<file path="src/rtl/accel_avg_filter.sv">
// Per-axis boxcar average of the accelerometer X/Y/Z samples.
// One shared adder updates the three running sums, one axis per cycle.
//
//  state   | meaning
//  --------+----------------------------------------------------------
//  ST_IDLE | waiting for data_update; samples latched on acceptance
//  ST_SX   | X sum updated, X sample written into its window
//  ST_SY   | Y sum updated, Y sample written into its window
//  ST_SZ   | Z sum updated; pointer/fill advance, averages published
module accel_avg_filter #(
    parameter int DATA_W   = 16,
    parameter int AVG_LOG2 = 3
) (
    input  logic              clk,
    input  logic              rst,
    input  logic              clear,
    input  logic              data_update,
    input  logic [DATA_W-1:0] data_x,
    input  logic [DATA_W-1:0] data_y,
    input  logic [DATA_W-1:0] data_z,
    output logic [DATA_W-1:0] avg_x,
    output logic [DATA_W-1:0] avg_y,
    output logic [DATA_W-1:0] avg_z,
    output logic              avg_valid,
    output logic              filled,
    output logic              overrun,
    output logic [7:0]        drop_count
);

    localparam int DEPTH = 1 << AVG_LOG2;
    localparam int SUM_W = DATA_W + AVG_LOG2;

    localparam logic [1:0] ST_IDLE = 2'd0;
    localparam logic [1:0] ST_SX   = 2'd1;
    localparam logic [1:0] ST_SY   = 2'd2;
    localparam logic [1:0] ST_SZ   = 2'd3;

    localparam logic [AVG_LOG2-1:0] PTR_ONE  = AVG_LOG2'(1);
    localparam logic [AVG_LOG2:0]   CNT_ONE  = (AVG_LOG2 + 1)'(1);
    localparam logic [AVG_LOG2:0]   FILL_MAX = {1'b1, {AVG_LOG2{1'b0}}};

    logic [1:0]          state;
    logic                flush;
    logic                drop_now;

    logic [DATA_W-1:0]   lat_x;
    logic [DATA_W-1:0]   lat_y;
    logic [DATA_W-1:0]   lat_z;

    logic [DATA_W-1:0]   buf_x [DEPTH];
    logic [DATA_W-1:0]   buf_y [DEPTH];
    logic [DATA_W-1:0]   buf_z [DEPTH];

    logic [SUM_W-1:0]    sum_x;
    logic [SUM_W-1:0]    sum_y;
    logic [SUM_W-1:0]    sum_z;

    logic [AVG_LOG2-1:0] wptr;
    logic [AVG_LOG2:0]   fill_cnt;

    logic [SUM_W-1:0]    add_sum;
    logic [DATA_W-1:0]   add_old;
    logic [DATA_W-1:0]   add_new;
    logic [SUM_W-1:0]    add_res;

    function automatic logic [SUM_W-1:0] sext(input logic [DATA_W-1:0] v);
        return {{AVG_LOG2{v[DATA_W-1]}}, v};
    endfunction

    assign flush    = rst | clear;
    assign drop_now = data_update && (state != ST_IDLE);
    assign filled   = (fill_cnt == FILL_MAX);

    // Operand select for the shared adder; the axis follows the state.
    always_comb begin
        add_sum = sum_x;
        add_old = buf_x[wptr];
        add_new = lat_x;
        case (state)
            ST_SY: begin
                add_sum = sum_y;
                add_old = buf_y[wptr];
                add_new = lat_y;
            end
            ST_SZ: begin
                add_sum = sum_z;
                add_old = buf_z[wptr];
                add_new = lat_z;
            end
            default: ;
        endcase
    end

    // Two's-complement modular arithmetic: the window bound keeps the sum in range.
    assign add_res = add_sum - sext(add_old) + sext(add_new);

    always_ff @(posedge clk) begin
        if (flush) begin
            state <= ST_IDLE;
            lat_x <= '0;
            lat_y <= '0;
            lat_z <= '0;
        end else begin
            case (state)
                ST_IDLE: begin
                    if (data_update) begin
                        lat_x <= data_x;
                        lat_y <= data_y;
                        lat_z <= data_z;
                        state <= ST_SX;
                    end
                end
                ST_SX:   state <= ST_SY;
                ST_SY:   state <= ST_SZ;
                default: state <= ST_IDLE;
            endcase
        end
    end

    always_ff @(posedge clk) begin
        if (flush) begin
            sum_x <= '0;
            sum_y <= '0;
            sum_z <= '0;
        end else begin
            case (state)
                ST_SX:   sum_x <= add_res;
                ST_SY:   sum_y <= add_res;
                ST_SZ:   sum_z <= add_res;
                default: ;
            endcase
        end
    end

    always_ff @(posedge clk) begin
        if (flush) begin
            for (int i = 0; i < DEPTH; i++) begin
                buf_x[i] <= '0;
                buf_y[i] <= '0;
                buf_z[i] <= '0;
            end
        end else begin
            case (state)
                ST_SX:   buf_x[wptr] <= lat_x;
                ST_SY:   buf_y[wptr] <= lat_y;
                ST_SZ:   buf_z[wptr] <= lat_z;
                default: ;
            endcase
        end
    end

    // Z is still being summed in ST_SZ, so its average comes straight off the adder.
    always_ff @(posedge clk) begin
        if (flush) begin
            wptr      <= '0;
            fill_cnt  <= '0;
            avg_x     <= '0;
            avg_y     <= '0;
            avg_z     <= '0;
            avg_valid <= 1'b0;
        end else begin
            avg_valid <= 1'b0;
            if (state == ST_SZ) begin
                wptr      <= wptr + PTR_ONE;
                if (fill_cnt != FILL_MAX) begin
                    fill_cnt <= fill_cnt + CNT_ONE;
                end
                avg_x     <= sum_x[SUM_W-1:AVG_LOG2];
                avg_y     <= sum_y[SUM_W-1:AVG_LOG2];
                avg_z     <= add_res[SUM_W-1:AVG_LOG2];
                avg_valid <= 1'b1;
            end
        end
    end

    always_ff @(posedge clk) begin
        if (rst) begin
            overrun    <= 1'b0;
            drop_count <= 8'd0;
        end else if (clear) begin
            overrun    <= 1'b0;
        end else begin
            overrun <= drop_now;
            if (drop_now && (drop_count != 8'hFF)) begin
                drop_count <= drop_count + 8'd1;
            end
        end
    end

endmodule

</file>
<file path="config.mk">
export PLATFORM = sky130hd
export DESIGN_NAME = accel_avg_filter
export DESIGN_NICKNAME = d
export VERILOG_FILES = /design/src/rtl/accel_avg_filter.sv
export SDC_FILE = /design/constraint.sdc
export NUM_CORES = 1
export LEC_CHECK = 0
export CORE_MARGIN = 3
export CORE_UTILIZATION = 29
export CTS_CLUSTER_DIAMETER = 50
export DETAILED_ROUTE_END_ITERATION = 10
export GPL_TIMING_DRIVEN = 0
export PLACE_DENSITY = 0.55
export RECOVER_POWER = 50
export SLEW_MARGIN = 25
export SYNTH_ARGS = -nofsm -noshare
export SYNTH_HDL_FRONTEND = slang
export SYNTH_SLANG_ARGS = --single-unit
</file>
<file path="constraint.sdc">
create_clock -name clk -period 5 [get_ports clk]
set_clock_uncertainty 0.1 [all_clocks]
set_input_delay 0.75 -clock clk [delete_from_list [all_inputs] [get_ports clk]]
set_output_delay 0.75 -clock clk [all_outputs]
set_load 0.02 [all_outputs]
</file>
Word level (Yosys, flattened, before mapping)
Memory sizes are Yosys's and may differ from the RTL's. A register that Yosys moved wholly into a read port is not among the register bits.
Index checks and enable logic that the tools add are counted.
W data, S select, Z words.
{"block": "word_totals", "romBits": 0, "wordCells": 74, "mem_bits_rw": 384, "regBits": 172, "latch_bits": 0, "n_memories": 3, "out_inout_bits": 59, "input_bits": 52}
{"block": "op_classes", "eq_ne": 7, "n_reduce_logical": 11, "multipliers": 0, "shifts": 0, "add_sub_neg": 5, "bitwise_logic": 2, "muxes": 31, "order_cmp": 0, "div_mod_pow": 0}
{"memory": "buf_x", "depth": 8, "width": 16, "read_ports": 1, "rd_clocked_by_memory_dff": 1, "wr": 8, "line_no": "50", "source": "logic [DATA_W-1:0] buf_x [DEPTH];"}
{"memory": "buf_y", "depth": 8, "width": 16, "read_ports": 1, "rd_clocked_by_memory_dff": 1, "wr": 8, "line_no": "51", "source": "logic [DATA_W-1:0] buf_y [DEPTH];"}
{"memory": "buf_z", "depth": 8, "width": 16, "read_ports": 1, "rd_clocked_by_memory_dff": 1, "wr": 8, "line_no": "52", "source": "logic [DATA_W-1:0] buf_z [DEPTH];"}
{"cell": "$pmux W16 S2", "n": 2}
{"cell": "$mux W16", "n": 3}
{"cell": "$reduce_or A16 Y1", "n": 3}
{"cell": "$pmux W19 S2", "n": 1}
{"cell": "$mux W3", "n": 9}
{"cell": "$add A19 B19 Y19", "n": 1}
{"cell": "$sub A19 B19 Y19", "n": 1}
{"cell": "$mux W1", "n": 14}
{"cell": "$add A8 B1 Y8 const B", "n": 1}
{"cell": "$ne A8 B8 Y1 const B", "n": 1}
{"cell": "$pmux W2 S3", "n": 1}
{"cell": "$reduce_and A2 Y1", "n": 3}
{"cell": "$add A4 B1 Y4 const B", "n": 1}
{"cell": "$eq A2 B2 Y1 const B", "n": 2}
{"cell": "$eq A4 B4 Y1 const B", "n": 1}
{"cell": "$ne A4 B4 Y1 const B", "n": 1}
{"cell": "$add A3 B1 Y3 const B", "n": 1}
{"cell": "$eq A2 B1 Y1 const B", "n": 1}
{"cell": "$logic_and A1 B1 Y1", "n": 2}
{"cell": "$logic_not A2 Y1", "n": 1}
{"cell": "$mux W2", "n": 1}
{"cell": "$ne A2 B2 Y1 const B", "n": 1}
{"cell": "$reduce_bool A2 Y1", "n": 1}
{"cell": "$reduce_or A2 Y1", "n": 1}
{"cell": "2 further kinds", "n": 2}

Longest topological paths before layout
{"block": "depth", "ltp_word": 6, "mapped_depth": 18, "depth_no_buf": 16}

Least setup slack after synthesis
No wires, ideal clock.
{"block": "synth_timing", "path_kind": "reg-to-reg", "start": "register with a tool-made name", "end": "register sum_x[16]", "required_time_ps": 4768, "synth_period_minus_slack_ps": 4566, "setup_slack_ps": 434, "n_path_buf": 3, "stages_incl_launch_ff": 18, "arrival_ps": 4333, "setup_time_ps": 132, "cell_sequence": "dfxtp_1 > buf_6 > buf_6 > buf_2 > mux4_2 > mux2_2 > a22oi_1 > o21ai_0 > fa_1 > inv_1 > fa_1 > a21o_1 > a221o_1 > nand3b_1 > a211oi_1 > or4_4 > nand3_1 > a21oi_1"}
{"item": "end signal, assigned", "line_no": "127", "source": "ST_SX: sum_x <= add_res;"}
{"item": "end, declared", "line_no": "54", "source": "logic [SUM_W-1:0] sum_x;"}

==> impl_metrics.csv <==
group,metric,value,unit
clock_tree,cts_tree,"built",
finish,layout_commonest_cell,"edfxtp_1",
status,violations,"capacitance limit, slew limit",
status,status,"finished, violations left",
drt,drt-initial-drc-count,1543,
placed_design,dp.cells,3205,
timing,slew_headroom,-0.383,
finish,n_fill_cell,8261,
clock_tree,hold_buffers,0,
critical_path,cp_max_fo,12,
floorplanning,initial_utilization,0.293,
timing,min_period_over_period,0.964,
finish,finalNonFillerCells,3346,
drt,dr_total_vias,16700,
run,drv_cap,7,
placed_design,gp_congestion,0.912,
timing,slew_violations,119,
clock_tree,htreeDepth,3,
synthesis,synthXorXnorAreaFrac,0.00976,
synthesis,synth_ff_type,"edfxtp_1",
finish,area_growth,22.6,%
floorplanning,coreArea,0.0853,mm^2
placed_design,hpwl,56.7,mm
timing,tightest_slew,2060,ps
clock_tree,root_buffer,"clkbuf_16",
synthesis,synthCells,1941,
drt,drc,0,
clock_tree,cts_sinks,543,
synthesis,synthesis.nets,2038,
synthesis,ys_ff_latch,543,
pwr,power.leakage,11.2,nW
hold_path,worstHoldPathType,"reg -> reg",
critical_path,critical_path_class,"reg -> reg",
clock_tree,clock_latency,630,ps
timing,period_needed,4820,ps
synthesis,ys_types,59,
clock_tree,path_clk_slew,60,ps
pwr,vdd_ir_drop_max,0.000234,V
drt,avgRoutedWirePerCell,23.6,um
timing,fin_tns_setup,0,ps
floorplanning,dieArea,0.0898,mm^2
synthesis,synth_compound_area_frac,0.0569,
global_routing,grt_pass1_vias,17100,
placed_design,portBuffers,109,
synthesis,syn_area,0.0250,mm^2
synthesis,synth_fa_ha_area_frac,0.0279,
clock_tree,numCtsBuffers,72,
drt,ant_nets,0,
timing,rsz0062_at_grt,"false",
drt,first_pass_iters,5,
timing,max_freq,0.207,GHz
drt,vias_per_cell,5.00,
synthesis,muxShareOfSynthArea,0.133,
floorplanning,rows,107,
synthesis,synth-simple-area-share,0.153,
finish,fin_nets,2241,
finish,mostFrequentLayoutCells,"edfxtp_1, and2_1, dfxtp_1",
global_routing,antenna_found_initial,5,
global_routing,grt_pass1_wl,115,mm
global_routing,grt_overflow,0,
floorplanning,io_pins,111,
synthesis,synth_top_family_by_area,"simple AND/OR/NAND/NOR gates",
finish,antennaDiodeCount,0,
clock_tree,cts_buffer_depth,3,
finish,drive_gt1_frac,0.163,
critical_path,critPathRequiredTime,5380,ps
critical_path,critical_path.startpoint_type,"register",
floorplanning,die_h,300,um
global_routing,track_usage,0.175,
timing,finalSetupViolCount,0,
synthesis,postSynthAreaPerCell,12.9,um^2
critical_path,end_kind,"register",
timing,final_hold_viol_count,0,
critical_path,crit_arrival,5200,ps
global_routing,grt_max_degree,17,
drt,routed_wirelength,78.9,mm
synthesis,synth_edf_count,384,
pwr,power_density,363,mW/mm^2
floorplanning,die_w,300,um
synthesis,ys_warn_count,0,
synthesis,synth_async_sr_flop_share,0,
synthesis,ys_seq_area_frac,0.588,
## path summary, 6_finish.rpt
check,from,endpoint,slack (ps),cells past startpoint
worst min register to register,lat_x[15]$_SDFFE_PP0P_,lat_x[15]$_SDFFE_PP0P_,370,2
worst max-delay path,register,sum_y[16]$_SDFFE_PP0N_,180,16
worst max register to register,register,sum_y[16]$_SDFFE_PP0N_,180,16
worst min-delay path,lat_x[15]$_SDFFE_PP0P_,lat_x[15]$_SDFFE_PP0P_,370,2
## registers in the layout, indices dropped and copies added (netlist names), 19 cells and up, named ones only
signal,count
buf_x,128
buf_y,128
buf_z,128
sum_x,19
sum_y,19
sum_z,19
## power breakdown
group / switching, mW / internal (mW) / leakage [nW] / total, mW
combinational: 0.461 / 0.269 / 4.39 / 0.730
sequential: 0.0880 / 4.95 / 5.56 / 5.04
clock: 2.05 / 3.30 / 1.22 / 5.36
## worst max-delay path, stage by stage (launching register included)
cell and delay, ps:
dfxtp_1 350, buf_12 180, buf_12 180, mux4_2 520, mux2_4 310, a22oi_2 210, o21ai_1 130, fa_1 560
inv_1 70, fa_1 460, a21o_1 200, a221o_2 440, nand3b_1 150, a211oi_2 120, or4_4 520, nand3_1 110
a21oi_1 70
## stage by stage
stage                     instance area, um^2  power, mW   util  hold WS, ps  setup slack (ps)
after floorplan                         25000       5.51      -          340               434
after global routing                    30700       11.5  0.359          392             0.272
final                                   30700       11.1  0.359          370               179
after global placement                  27500       5.80  0.323          354             -1060
after detailed placement                28000       5.85  0.328          361             -1190
after CTS                               30700       11.2  0.360          368              30.9
## cell families after synthesis
kind of cell	after synthesis
AND/OR/NAND/NOR	723
flip-flops	543
AO/OA/AOI/OAI	228
multiplexers	208
buffers and inverters	167
adder cells (fa/ha/maj)	45
XOR/XNOR	27
## cell usage after synthesis (26+ instances only)
cell	count	area share
edfxtp_1	384	0.46
and2_1	377	0.094
dfxtp_1	159	0.13
nand2_1	148	0.022
nor2_1	128	0.019
mux4_2	96	0.086
a21oi_1	91	0.018
clkbuf_1	89	0.013
mux2i_1	82	0.033
o21ai_0	55	0.011
mux2_2	30	0.014
ha_1	27	0.014
inv_1	26	0.0039
## what timing repair did
item | CTS | global route
gates resized for setup | 51 | 38
pin swaps | 0 | 4
setup buffers | 0 | 12
endpoints found under the setup margin | 42 | 36
endpoints found under the hold margin | 0 | 0
## per-layer routing
metal | wire length, um | vias up | track usage
met3 | 7030 | 141 | 0.0479
li1 | - | 7381 | -
met5 | 0 | - | 0
met4 | 2860 | 0 | 0.0727
met2 | 35500 | 716 | 0.266
met1 | 33600 | 8505 | 0.235
## final cells by class
class / instances / area (um^2) / area share
Timing Repair Buffer: 132 / 1360 / 0.0443
Multi-Input combinational cell: 1231 / 9720 / 0.317
Tap cell: 1144 / 1430 / 0.0467
Sequential cell: 543 / 14700 / 0.480
Inverter: 28 / 106 / 0.00347
Clock inverter: 28 / 378 / 0.0123
Clock buffer: 104 / 2160 / 0.0705
Buffer: 136 / 787 / 0.0257
No activity file was read; power rests on OpenSTA's default activity.
